$ cat src/rtl/afe_cfg_pkg.sv
// Shared definitions for the AFE7225 configuration sequencer.
//   - SPI frame geometry (24-bit frame = 8-bit address + 16-bit data)
//   - read-frame address mask
//   - sequencer FSM state enum
//   - max3() helper used to size the shared timer
package afe_cfg_pkg;

  localparam int SPI_FRAME_W = 24;
  localparam int SPI_ADDR_W  = 8;
  localparam int SPI_DATA_W  = 16;

  // MSB of the address byte selects a read frame on the AFE 3-wire bus
  localparam logic [SPI_ADDR_W-1:0] SPI_RD_MASK = 8'h80;

  typedef enum logic [2:0] {
    ST_RST_HOLD,
    ST_RST_WAIT,
    ST_LOAD,
    ST_SHIFT,
    ST_GAP,
    ST_DONE
  } cfg_state_e;

  function automatic int max3(input int a, input int b, input int c);
    int m;
    m = (a > b) ? a : b;
    return (m > c) ? m : c;
  endfunction

endpackage

$ cat src/rtl/afe_spi_shifter.sv
// afe_spi_shifter: sends one 24-bit frame, MSB first, on the AFE 3-wire SPI
// for each load pulse, and captures the last 16 bits returned on spi_sdout.
//
// Ports
//   clk, reset_n   clock, async active-low reset (sen forced high, sclk low)
//   load           start a frame with 'frame' (ignored while a frame is active)
//   frame[23:0]    frame contents, sampled on load
//   rd_data[15:0]  bits sampled on the last 16 sclk rising edges
//   frame_done     1-clk pulse, registered together with sen returning high
//   spi_sclk/sen/sdata  SPI outputs; spi_sdout  SPI input
//
// Config macro: AFE_CFG_READBACK_EN enables spi_sdout capture; without it
// rd_data is 0 and spi_sdout is unused.
//
// Frame timing (D = CLK_DIV): sen falls on the load edge with bit 23 already
// on sdata; sclk rises on the next edge, then runs 24 periods of D high / D
// low. sdata advances one clk after each falling edge so it is only ever
// touched mid-low. sen rises one clk after the 24th falling edge.
module afe_spi_shifter
  import afe_cfg_pkg::*;
#(
  parameter int CLK_DIV = 4
) (
  input  logic                  clk,
  input  logic                  reset_n,
  input  logic                  load,
  input  logic [SPI_FRAME_W-1:0] frame,
  output logic [SPI_DATA_W-1:0] rd_data,
  output logic                  frame_done,
  output logic                  spi_sclk,
  output logic                  spi_sen,
  output logic                  spi_sdata,
  input  logic                  spi_sdout
);

  localparam int            PH_W     = $clog2(2 * CLK_DIV);
  localparam logic [PH_W-1:0] PH_FALL  = PH_W'(CLK_DIV);
  localparam logic [PH_W-1:0] PH_SHIFT = PH_W'(CLK_DIV + 1);
  localparam logic [PH_W-1:0] PH_LAST  = PH_W'(2 * CLK_DIV - 1);
  localparam logic [4:0]      BIT_LAST = 5'(SPI_FRAME_W - 1);

  logic                   active_q, active_d;
  logic [PH_W-1:0]        ph_q, ph_d;
  logic [4:0]             bit_q, bit_d;
  logic [SPI_FRAME_W-1:0] sr_q, sr_d;
  logic                   sclk_q, sclk_d;
  logic                   sen_q, sen_d;
  logic                   sdata_q, sdata_d;
  logic                   done_q, done_d;
`ifdef AFE_CFG_READBACK_EN
  logic [SPI_DATA_W-1:0]  rd_sh_q, rd_sh_d;
`endif

  always_comb begin
    active_d = active_q;
    ph_d     = ph_q;
    bit_d    = bit_q;
    sr_d     = sr_q;
    sclk_d   = sclk_q;
    sen_d    = sen_q;
    sdata_d  = sdata_q;
    done_d   = 1'b0;
`ifdef AFE_CFG_READBACK_EN
    rd_sh_d  = rd_sh_q;
`endif
    if (!active_q) begin
      if (load) begin
        active_d = 1'b1;
        sr_d     = frame;
        sdata_d  = frame[SPI_FRAME_W-1];
        sen_d    = 1'b0;
        sclk_d   = 1'b0;
        ph_d     = '0;
        bit_d    = '0;
      end
    end else begin
      ph_d = (ph_q == PH_LAST) ? '0 : ph_q + 1'b1;
      if (ph_q == PH_LAST) bit_d = bit_q + 1'b1;
      if (ph_q == '0) begin
        sclk_d = 1'b1;
`ifdef AFE_CFG_READBACK_EN
        // shift on every rise; after 24 rises only the data bits remain
        rd_sh_d = {rd_sh_q[SPI_DATA_W-2:0], spi_sdout};
`endif
      end
      if (ph_q == PH_FALL) sclk_d = 1'b0;
      if (ph_q == PH_SHIFT) begin
        if (bit_q == BIT_LAST) begin
          active_d = 1'b0;
          sen_d    = 1'b1;
          sdata_d  = 1'b0;
          done_d   = 1'b1;
          ph_d     = '0;
          bit_d    = '0;
        end else begin
          sr_d    = {sr_q[SPI_FRAME_W-2:0], 1'b0};
          sdata_d = sr_q[SPI_FRAME_W-2];
        end
      end
    end
  end

  always_ff @(posedge clk or negedge reset_n) begin
    if (!reset_n) begin
      active_q <= 1'b0;
      ph_q     <= '0;
      bit_q    <= '0;
      sr_q     <= '0;
      sclk_q   <= 1'b0;
      sen_q    <= 1'b1;
      sdata_q  <= 1'b0;
      done_q   <= 1'b0;
`ifdef AFE_CFG_READBACK_EN
      rd_sh_q  <= '0;
`endif
    end else begin
      active_q <= active_d;
      ph_q     <= ph_d;
      bit_q    <= bit_d;
      sr_q     <= sr_d;
      sclk_q   <= sclk_d;
      sen_q    <= sen_d;
      sdata_q  <= sdata_d;
      done_q   <= done_d;
`ifdef AFE_CFG_READBACK_EN
      rd_sh_q  <= rd_sh_d;
`endif
    end
  end

  assign spi_sclk   = sclk_q;
  assign spi_sen    = sen_q;
  assign spi_sdata  = sdata_q;
  assign frame_done = done_q;

`ifdef AFE_CFG_READBACK_EN
  assign rd_data = rd_sh_q;
`else
  logic unused_sdout;
  assign unused_sdout = spi_sdout;
  assign rd_data      = '0;
`endif

endmodule

$ cat src/rtl/afe_config_sequencer.sv
// afe_config_sequencer: takes the AFE7225 from power-on to configured.
// Pulses device_reset, waits for the device to settle, then writes NUM_REGS
// 24-bit words fetched from an external synchronous ROM over 3-wire SPI.
// Auto-starts on reset release; start reruns the sequence from DONE only.
//
// Ports
//   clk, reset_n        clock, async active-low reset
//   start               rerun pulse (only honoured in DONE)
//   rom_addr[7:0]       table index; rom_data[23:0] valid 1 clk later
//   device_reset        active-high AFE reset
//   spi_sclk/sen/sdata  SPI to device; spi_sdout  SPI from device
//   busy, done, error   status (error sticky until start)
//
// Config macro: AFE_CFG_READBACK_EN adds a read frame after every write
// frame and flags a data mismatch on error. Without it error is 0.
module afe_config_sequencer
  import afe_cfg_pkg::*;
#(
  parameter int RESET_CYCLES = 16,
  parameter int WAIT_CYCLES  = 65535,
  parameter int CLK_DIV      = 4,
  parameter int NUM_REGS     = 8,
  parameter int GAP_CYCLES   = 8
) (
  input  logic                   clk,
  input  logic                   reset_n,
  input  logic                   start,
  output logic [SPI_ADDR_W-1:0]  rom_addr,
  input  logic [SPI_FRAME_W-1:0] rom_data,
  output logic                   device_reset,
  output logic                   spi_sclk,
  output logic                   spi_sen,
  output logic                   spi_sdata,
  input  logic                   spi_sdout,
  output logic                   busy,
  output logic                   done,
  output logic                   error
);

  // one timer serves every timed state, so size it to the longest wait
  localparam int              CNT_MAX   = max3(RESET_CYCLES, WAIT_CYCLES, GAP_CYCLES);
  localparam int              CNT_W     = $clog2(CNT_MAX + 1);
  localparam logic [CNT_W-1:0] CNT_SAT   = CNT_W'(CNT_MAX);
  localparam logic [CNT_W-1:0] RST_LAST  = CNT_W'(RESET_CYCLES - 1);
  localparam logic [CNT_W-1:0] WAIT_LAST = CNT_W'(WAIT_CYCLES - 1);
  localparam logic [CNT_W-1:0] GAP_LAST  = CNT_W'(GAP_CYCLES - 1);
  localparam logic [SPI_ADDR_W-1:0] IDX_LAST = SPI_ADDR_W'(NUM_REGS - 1);

  cfg_state_e              state_q, state_d;
  logic [CNT_W-1:0]        cnt_q, cnt_d, cnt_inc;
  logic [SPI_ADDR_W-1:0]   idx_q, idx_d;
  logic                    load;
  logic                    advance;
  logic [SPI_FRAME_W-1:0]  frame;
  logic                    frame_done;
  logic [SPI_DATA_W-1:0]   rd_data;
`ifdef AFE_CFG_READBACK_EN
  logic                    rdph_q, rdph_d;   // current frame is the read-back
  logic [SPI_FRAME_W-1:0]  word_q, word_d;   // last word written
  logic                    err_q, err_d;
`endif

  assign cnt_inc = (cnt_q == CNT_SAT) ? cnt_q : cnt_q + 1'b1;

`ifdef AFE_CFG_READBACK_EN
  assign frame = rdph_q ? {(SPI_RD_MASK | word_q[SPI_FRAME_W-1 -: SPI_ADDR_W]),
                           {SPI_DATA_W{1'b0}}}
                        : rom_data;
`else
  assign frame = rom_data;
`endif

  always_comb begin
    state_d = state_q;
    cnt_d   = cnt_q;
    idx_d   = idx_q;
    load    = 1'b0;
    advance = 1'b0;
`ifdef AFE_CFG_READBACK_EN
    rdph_d  = rdph_q;
    word_d  = word_q;
    err_d   = err_q;
`endif
    case (state_q)
      ST_RST_HOLD: begin
        if (cnt_q == RST_LAST) begin
          state_d = ST_RST_WAIT;
          cnt_d   = '0;
        end else cnt_d = cnt_inc;
      end
      ST_RST_WAIT: begin
        if (cnt_q == WAIT_LAST) begin
          state_d = ST_LOAD;
          cnt_d   = '0;
        end else cnt_d = cnt_inc;
      end
      ST_LOAD: begin
        // first clk presents rom_addr, second clk has rom_data to load
        if (cnt_q == '0) cnt_d = cnt_inc;
        else begin
          load    = 1'b1;
          state_d = ST_SHIFT;
          cnt_d   = '0;
`ifdef AFE_CFG_READBACK_EN
          if (!rdph_q) word_d = rom_data;
`endif
        end
      end
      ST_SHIFT: begin
        if (frame_done) begin
          state_d = ST_GAP;
          cnt_d   = '0;
`ifdef AFE_CFG_READBACK_EN
          if (rdph_q && (rd_data != word_q[SPI_DATA_W-1:0])) err_d = 1'b1;
`endif
        end
      end
      ST_GAP: begin
        if (cnt_q == GAP_LAST) begin
          cnt_d = '0;
`ifdef AFE_CFG_READBACK_EN
          if (!rdph_q) begin
            rdph_d  = 1'b1;
            state_d = ST_LOAD;
          end else begin
            rdph_d  = 1'b0;
            advance = 1'b1;
          end
`else
          advance = 1'b1;
`endif
        end else cnt_d = cnt_inc;
        if (advance) begin
          if (idx_q == IDX_LAST) state_d = ST_DONE;
          else begin
            idx_d   = idx_q + 1'b1;
            state_d = ST_LOAD;
          end
        end
      end
      ST_DONE: begin
        if (start) begin
          state_d = ST_RST_HOLD;
          cnt_d   = '0;
          idx_d   = '0;
`ifdef AFE_CFG_READBACK_EN
          rdph_d  = 1'b0;
          err_d   = 1'b0;
`endif
        end
      end
      default: state_d = ST_RST_HOLD;
    endcase
  end

  always_ff @(posedge clk or negedge reset_n) begin
    if (!reset_n) begin
      state_q <= ST_RST_HOLD;
      cnt_q   <= '0;
      idx_q   <= '0;
`ifdef AFE_CFG_READBACK_EN
      rdph_q  <= 1'b0;
      word_q  <= '0;
      err_q   <= 1'b0;
`endif
    end else begin
      state_q <= state_d;
      cnt_q   <= cnt_d;
      idx_q   <= idx_d;
`ifdef AFE_CFG_READBACK_EN
      rdph_q  <= rdph_d;
      word_q  <= word_d;
      err_q   <= err_d;
`endif
    end
  end

  afe_spi_shifter #(.CLK_DIV(CLK_DIV)) u_shifter (
    .clk        (clk),
    .reset_n    (reset_n),
    .load       (load),
    .frame      (frame),
    .rd_data    (rd_data),
    .frame_done (frame_done),
    .spi_sclk   (spi_sclk),
    .spi_sen    (spi_sen),
    .spi_sdata  (spi_sdata),
    .spi_sdout  (spi_sdout)
  );

  assign rom_addr     = idx_q;
  assign device_reset = (state_q == ST_RST_HOLD);
  assign busy         = (state_q != ST_DONE);
  assign done         = (state_q == ST_DONE);

`ifdef AFE_CFG_READBACK_EN
  assign error = err_q;
`else
  logic unused_rd_data;
  assign unused_rd_data = ^rd_data;
  assign error          = 1'b0;
`endif

endmodule

$ cat config.mk
export PLATFORM = sky130hd
export DESIGN_NAME = afe_config_sequencer
export DESIGN_NICKNAME = d
export VERILOG_FILES = /design/src/rtl/afe_cfg_pkg.sv /design/src/rtl/afe_spi_shifter.sv /design/src/rtl/afe_config_sequencer.sv
export SDC_FILE = /design/constraint.sdc
export NUM_CORES = 1
export LEC_CHECK = 0
export BUFFER_PORTS_ARGS = -buffer_cell sky130_fd_sc_hd__buf_2
export CAP_MARGIN = 20
export CORE_MARGIN = 2
export CORE_UTILIZATION = 25
export CTS_CLUSTER_DIAMETER = 100
export DETAILED_ROUTE_END_ITERATION = 12
export PLACE_DENSITY_LB_ADDON = 0.05
export SYNTH_ARGS = -nofsm -noshare
export SYNTH_HDL_FRONTEND = slang
export SYNTH_SLANG_ARGS = --single-unit
$ cat constraint.sdc
create_clock -name clk -period 2.2 [get_ports clk]
set_input_delay 0 -clock clk [delete_from_list [all_inputs] [get_ports clk]]
set_output_delay 0 -clock clk [all_outputs]
set_load 0.03 [all_outputs]
== Yosys cells after proc, flatten, opt, wreduce, memory -nomap -nowiden ==
Index checks and enable logic that the tools add are counted.

* Add/subtract/negate cells: 4
* Eq/ne operators: 26
* Muxes and demuxes: 56
* Reduce and logical (&&, ||, !) cells: 13

{| class="wikitable"
|+ Operator list
! kind !! count
|-
| $mux 16 || 7
|-
| $pmux 16 s6 || 1
|-
| $mux 23 || 4
|-
| $mux 3 || 12
|-
| $eq 16x16->1 const B || 2
|-
| $mux 5 || 5
|-
| $mux 8 || 3
|-
| $mux 1 || 22
|-
| $pmux 3 s6 || 1
|-
| $add 16x1->16 const B || 1
|-
| $eq 16x3->1 const B || 1
|-
| $eq 16x4->1 const B || 1
|-
| $logic_not 16->1 || 1
|-
| $ne 2x2->1 const B || 8
|-
| $pmux 8 s2 || 1
|-
| $eq 3x3->1 const B || 5
|-
| $reduce_and 3->1 || 3
|-
| $add 8x1->8 const B || 1
|-
| $eq 8x3->1 const B || 1
|-
| $eq 3x2->1 const B || 2
|-
| $logic_not 3->1 || 2
|-
| $ne 3x3->1 const B || 2
|-
| $reduce_and 6->1 || 1
|-
| $reduce_bool 6->1 || 1
|-
| 8 further kinds || 11
|}

* Register bits: 63
* Input bits: 28
* Output and inout bits: 15
* Logic and storage cells: 110

== Depth between registers and ports, before layout ==
* Depth in word-level cells: 5
* Depth in mapped cells: 8
* Mapped depth without buffers: 7

== Cells and area by module ==
A second synthesis with hierarchy kept.

* Cells, all modules: 406
* Area total of the unflattened synthesis: 3806.2 um^2

{| class="wikitable"
|+ By module, submodules not included
! module !! instances !! cells an instance !! area an instance (um^2) !! seq. area each (um^2)
|-
| afe_config_sequencer || 1 || 228 || 1940.6 || 675.6
|-
| afe_spi_shifter || 1 || 178 || 1865.5 || 902.1
|}

== Worst setup path after synthesis ==
Ideal clock, no wire load.

* Path type: reg-to-reg
* Start point: register state_q[0]
* End point: register idx_q[7] (netlist: rom_addr[7])
* Library setup time: 0.078 ns
* Arrival time: 2.097 ns
* Required time: 2.122 ns
* Slack: 0.025 ns
* Stages on the path, launching flop included: 8
* Buffers on the path: 1
* Clock period less this slack: 2.175 ns
* Path through: dfrtp_1 buf_2 and3_1 inv_1 nor2_2 o2bb2ai_2 or4_1 a21oi_1

* Cells in the longest elaborated chain, start to end: 3
* Elaborated cells between the ends (all ways): 8
* Classes of those cells: 5 x eq/ne; 1 x mux; 2 x reduce/logical

{| class="wikitable"
|+ RTL lines
! what !! RTL line !! RTL
|-
| start: declaration || afe_config_sequencer.sv:49 || <nowiki>cfg_state_e state_q, state_d;</nowiki>
|-
| start signal: assignment || afe_config_sequencer.sv:167 || <nowiki>state_q <= state_d;</nowiki>
|-
| $eq 3x3->1 (*) || -- ||
|-
| named net done || afe_config_sequencer.sv:36 || <nowiki>output logic done,</nowiki>
|-
| $ne 2x2->1 (no source line) or $reduce_bool 2->1 (tied branches) || -- ||
|-
| $reduce_and 4->1 (no source line) || -- ||
|-
| end signal: assignment || afe_config_sequencer.sv:169 || <nowiki>idx_q <= idx_d;</nowiki>
|-
| end: declaration || afe_config_sequencer.sv:51 || <nowiki>logic [SPI_ADDR_W-1:0] idx_q, idx_d;</nowiki>
|}

The timed path passes the listed nets; every way through them passes the cells marked *.
A chain may end at the register's enable or synchronous reset.

== Worst setup path in the final report ==
* Start point: register cnt_q[6]
* End point: register cnt_q[14]

* Cells in the longest elaborated chain, start to end: 4
* Elaborated cells between the ends (all ways): 12
* Classes of those cells: 1 x add/sub; 4 x eq/ne; 6 x mux; 1 x reduce/logical

{| class="wikitable"
|+ RTL lines
! what !! RTL line !! RTL
|-
| start: declaration || afe_config_sequencer.sv:50 || <nowiki>logic [CNT_W-1:0] cnt_q, cnt_d, cnt_inc;</nowiki>
|-
| start signal: assignment || afe_config_sequencer.sv:168 || <nowiki>cnt_q <= cnt_d;</nowiki>
|-
| $add 16x1->16 or $eq 16x16->1 (tied branches) || afe_config_sequencer.sv:63 || <nowiki>assign cnt_inc = (cnt_q == CNT_SAT) ? cnt_q : cnt_q + 1'b1;</nowiki>
|-
| $mux 16 || afe_config_sequencer.sv:63 ||
|-
| $mux 16 (on tied branches) || -- ||
|-
| $pmux 16 s6 (*) || afe_config_sequencer.sv:84 || <nowiki>case (state_q)</nowiki>
|}

Every way passes the cells marked *; elsewhere a longest branch is shown, timed or not.

==> results.txt <==
Die W: 123 um
Fin. Hold Viols: 0
Core Area: 13800 sq um
most frequent cell after synthesis: dfrtp_1
Max Slew Vio Count: 0
FILL cells: 1427
share of cells above drive strength 1: 0.247
DR iter-0 viols: 162
ANT nets after route: 0
largest net degree at the start of global routing: 46
WL/cell: 13.9 um
fin crit share: 0.934
grt total ovfl: 0
Worst Hold Path Cells: 3
top layer used by detailed routing: met4
I/O Pins: 43
antenna violations before repair: 0
hold path startpoint: rom_data[23]
ys async rst share: 1.00
drt via density: 4.73
R2R Path Start: cnt_q[6]
Post-Place Worst Slack: 0.0883 ns
Clock Skew: 0.00486 ns
Post-DP HPWL: 5.92 mm
wire length on met1: 4.20 mm
Placed Area: 4090 sq um
CTS root buffer: clkbuf_16
slowest stage cell, crit path: or4_4
Clock transition at path regs: 0.06 ns
Synth Register Bits: 63
largest delay contributor family on the critical path: compound AO/OA/AOI/OAI gates
EDFF count, synth: 0
PortBufs: 40
final critical-path setup slack: 0.146 ns
Bufs and invs on worst path: 0
layout overhead on the synthesized area: 32.8%
H-tree depth: 3
routed wire length: 8.66 mm
crit path DAT: 2.25 ns
reg2reg path depth: 5
CTS tree: yes
first-pass GRT wire length: 14.9 mm
most frequent cells after synthesis: 62 x dfrtp_1, 43 x nand2_1, 39 x o21ai_0, 25 x mux2i_1, 15 x inv_1
CTS Sinks: 63
Vias: 2959
kind of critical path: reg -> reg
IR Drop Worst-Case VDD: 0.349 mV
Reg2Reg Capture Point: cnt_q[14]
worst hold-check path type: in -> reg
cell row count: 43
largest cells by area after synthesis: dfrtp_1 44%, mux2i_1 7.1%, o21ai_0 5.5%
vias in the first global route: 3001
worst relative slew slack: 0.572
top_reg_cell synth: dfrtp_1
post-synthesis sequential area ratio: 0.447
Post-Syn Instances: 355
CP Data Required Time: 2.40 ns
met2 wire len: 4.05 mm
Tot GR Track Use: 0.127
Die ar.: 15100 sq um
critical path's largest stage delay: 0.56 ns
TritonCTS Buffers: 9
cell taking the most area after synthesis: dfrtp_1
Pre-antenna DRT Iters: 5
Syn. warnings: 0
FF/Latch Area: 1580 sq um
setup violators final: 0
Worst setup SP type: flop
Setup crit end kind: flop
NumNets Final: 477
Worst Path Max Fanout: 16
f_max: 487 MHz
synthesized cell area: 3530 sq um
post-synth top area share: 0.440
worst hold endpoint: u_shifter.spi_sdata
Clk Latency, worst-skew pair: 0.34 ns
Die Y: 123 um
cell breakdown of the critical path: nand4_1 > or4_4 > o21ai_4 > o2111a_4 > a22oi_1
Design Area, Final: 4690 sq um
Post-Route Setup TNS: 0 ns
status: completed
Syn Area/Cell: 9.94 sq um
Synth Net Count: 392
GP Congestion: 0.749
met3 wire length: 242 um
Final Critical Period: 2.05 ns
R2R Setup Slk: 0.15 ns
ant diodes: 0
Leak Pwr: 0.00204 uW
Cell variety after synth: 65
Max-Cap Viols: 0
pwr/cell area: 615 nW/um^2
Starting Density: 0.255
unrepaired setup endpoints after global routing: false
clock tree buffer depth: 2
Post-route DRC: 0
multi-input logic area: 1830 sq um
Slew @ Worst Pin: 0.641 ns
==> power by group <==
group	leakage [uW]	switching [uW]	internal, uW
logic	0.00115	72.2	67.9
clock network	0.000156	543	1020
registers	0.000730	9.04	1170
==> sequential cells by signal (all words and copies together), names as in the netlist <==
register,count
u_shifter.ph_q,3
cnt_q,16
u_shifter.spi_sdata,1
u_shifter.bit_q,5
u_shifter.frame_done,1
u_shifter.active_q,1
u_shifter.sr_q,23
rom_addr,8
u_shifter.spi_sen,1
u_shifter.spi_sclk,1
state_q,3
==> layer usage <==
layer / GRT usage / up-vias
li1: - / 1485
met1: 0.165 / 1426
met2: 0.199 / 36
met3: 0.0288 / 12
met4: 0.0603 / 0
met5: 0 / -
==> how the worst max path moves through the flow <==
| stage | start | endpoint | cells past startpoint |
|---|---|---|---|
| after floorplan | state_q[0] | rom_addr[7] | 7 |
| after CTS | cnt_q[13] | rom_addr[3] | 7 |
| final | cnt_q[6] | cnt_q[14] | 5 |
| after detailed placement | cnt_q[13] | rom_addr[3] | 7 |
| after global placement | cnt_q[13] | rom_addr[7] | 6 |
| after global routing | cnt_q[6] | cnt_q[14] | 5 |
==> logic make-up (layout without fill, tap and decap cells) <==
kind of cell | after synthesis | count (layout) | share of synthesized area
AND/OR/NAND/NOR | 120 | 120 | 0.183
adder cells (fa/ha/maj) | 9 | 9 | 0.0319
flip-flops | 63 | 63 | 0.447
buffers and inverters | 31 | 121 | 0.0415
other | 1 | 1 | 0.00106
AO/OA/AOI/OAI | 98 | 98 | 0.204
XOR/XNOR | 6 | 6 | 0.0149
multiplexers | 27 | 27 | 0.0773
==> repair_timing <==
item / 4_1_cts / 5_1_grt
hold buffers: 24 / 0
gates resized for setup: 0 / 3
setup endpoints to repair: 0 / 8
endpoints found under the hold margin: 46 / 0
buffers inserted: 0 / 1
==> final cells by class <==
type	count	area share
repair buffers	90	0.144
inverters	15	0.0120
clock buffers	11	0.0518
multi-input cells	261	0.391
clock inverters	5	0.0174
well taps	180	0.0481
flip-flops and latches	63	0.337
==> metrics by stage <==
step	util	total power [uW]	hold WS [ns]	std cells
6_report	0.339	2880	0.0220	625
5_1_grt	0.339	3010	0.0298	625
4_1_cts	0.337	2940	0.0126	624
3_5_place_dp	0.296	1310	0.0735	584
3_3_place_gp	0.296	1310	0.0764	584
2_1_floorplan	-	1240	-0.296	355
==> worst register-to-register path, stage by stage (launching register included) <==
cell	delay, ns
dfrtp_1	0.44
nand4_1	0.15
or4_4	0.56
o21ai_4	0.20
o2111a_4	0.42
a22oi_1	0.15
==> cells in the final DEF, fill, tap and decap left out, types with 10 or more instances in the layout <==
master | netlist | final
buf_2 | 7 | 40
dlygate4sd3_1 | 0 | 24
inv_1 | 15 | 15
nand3_1 | 12 | 12
a22oi_1 | 10 | 10
o21ai_0 | 39 | 39
dfrtp_1 | 62 | 62
or3_1 | 13 | 13
buf_4 | 1 | 23
mux2i_1 | 25 | 25
nand2_1 | 43 | 43
(Power assumes the default switching activity.)
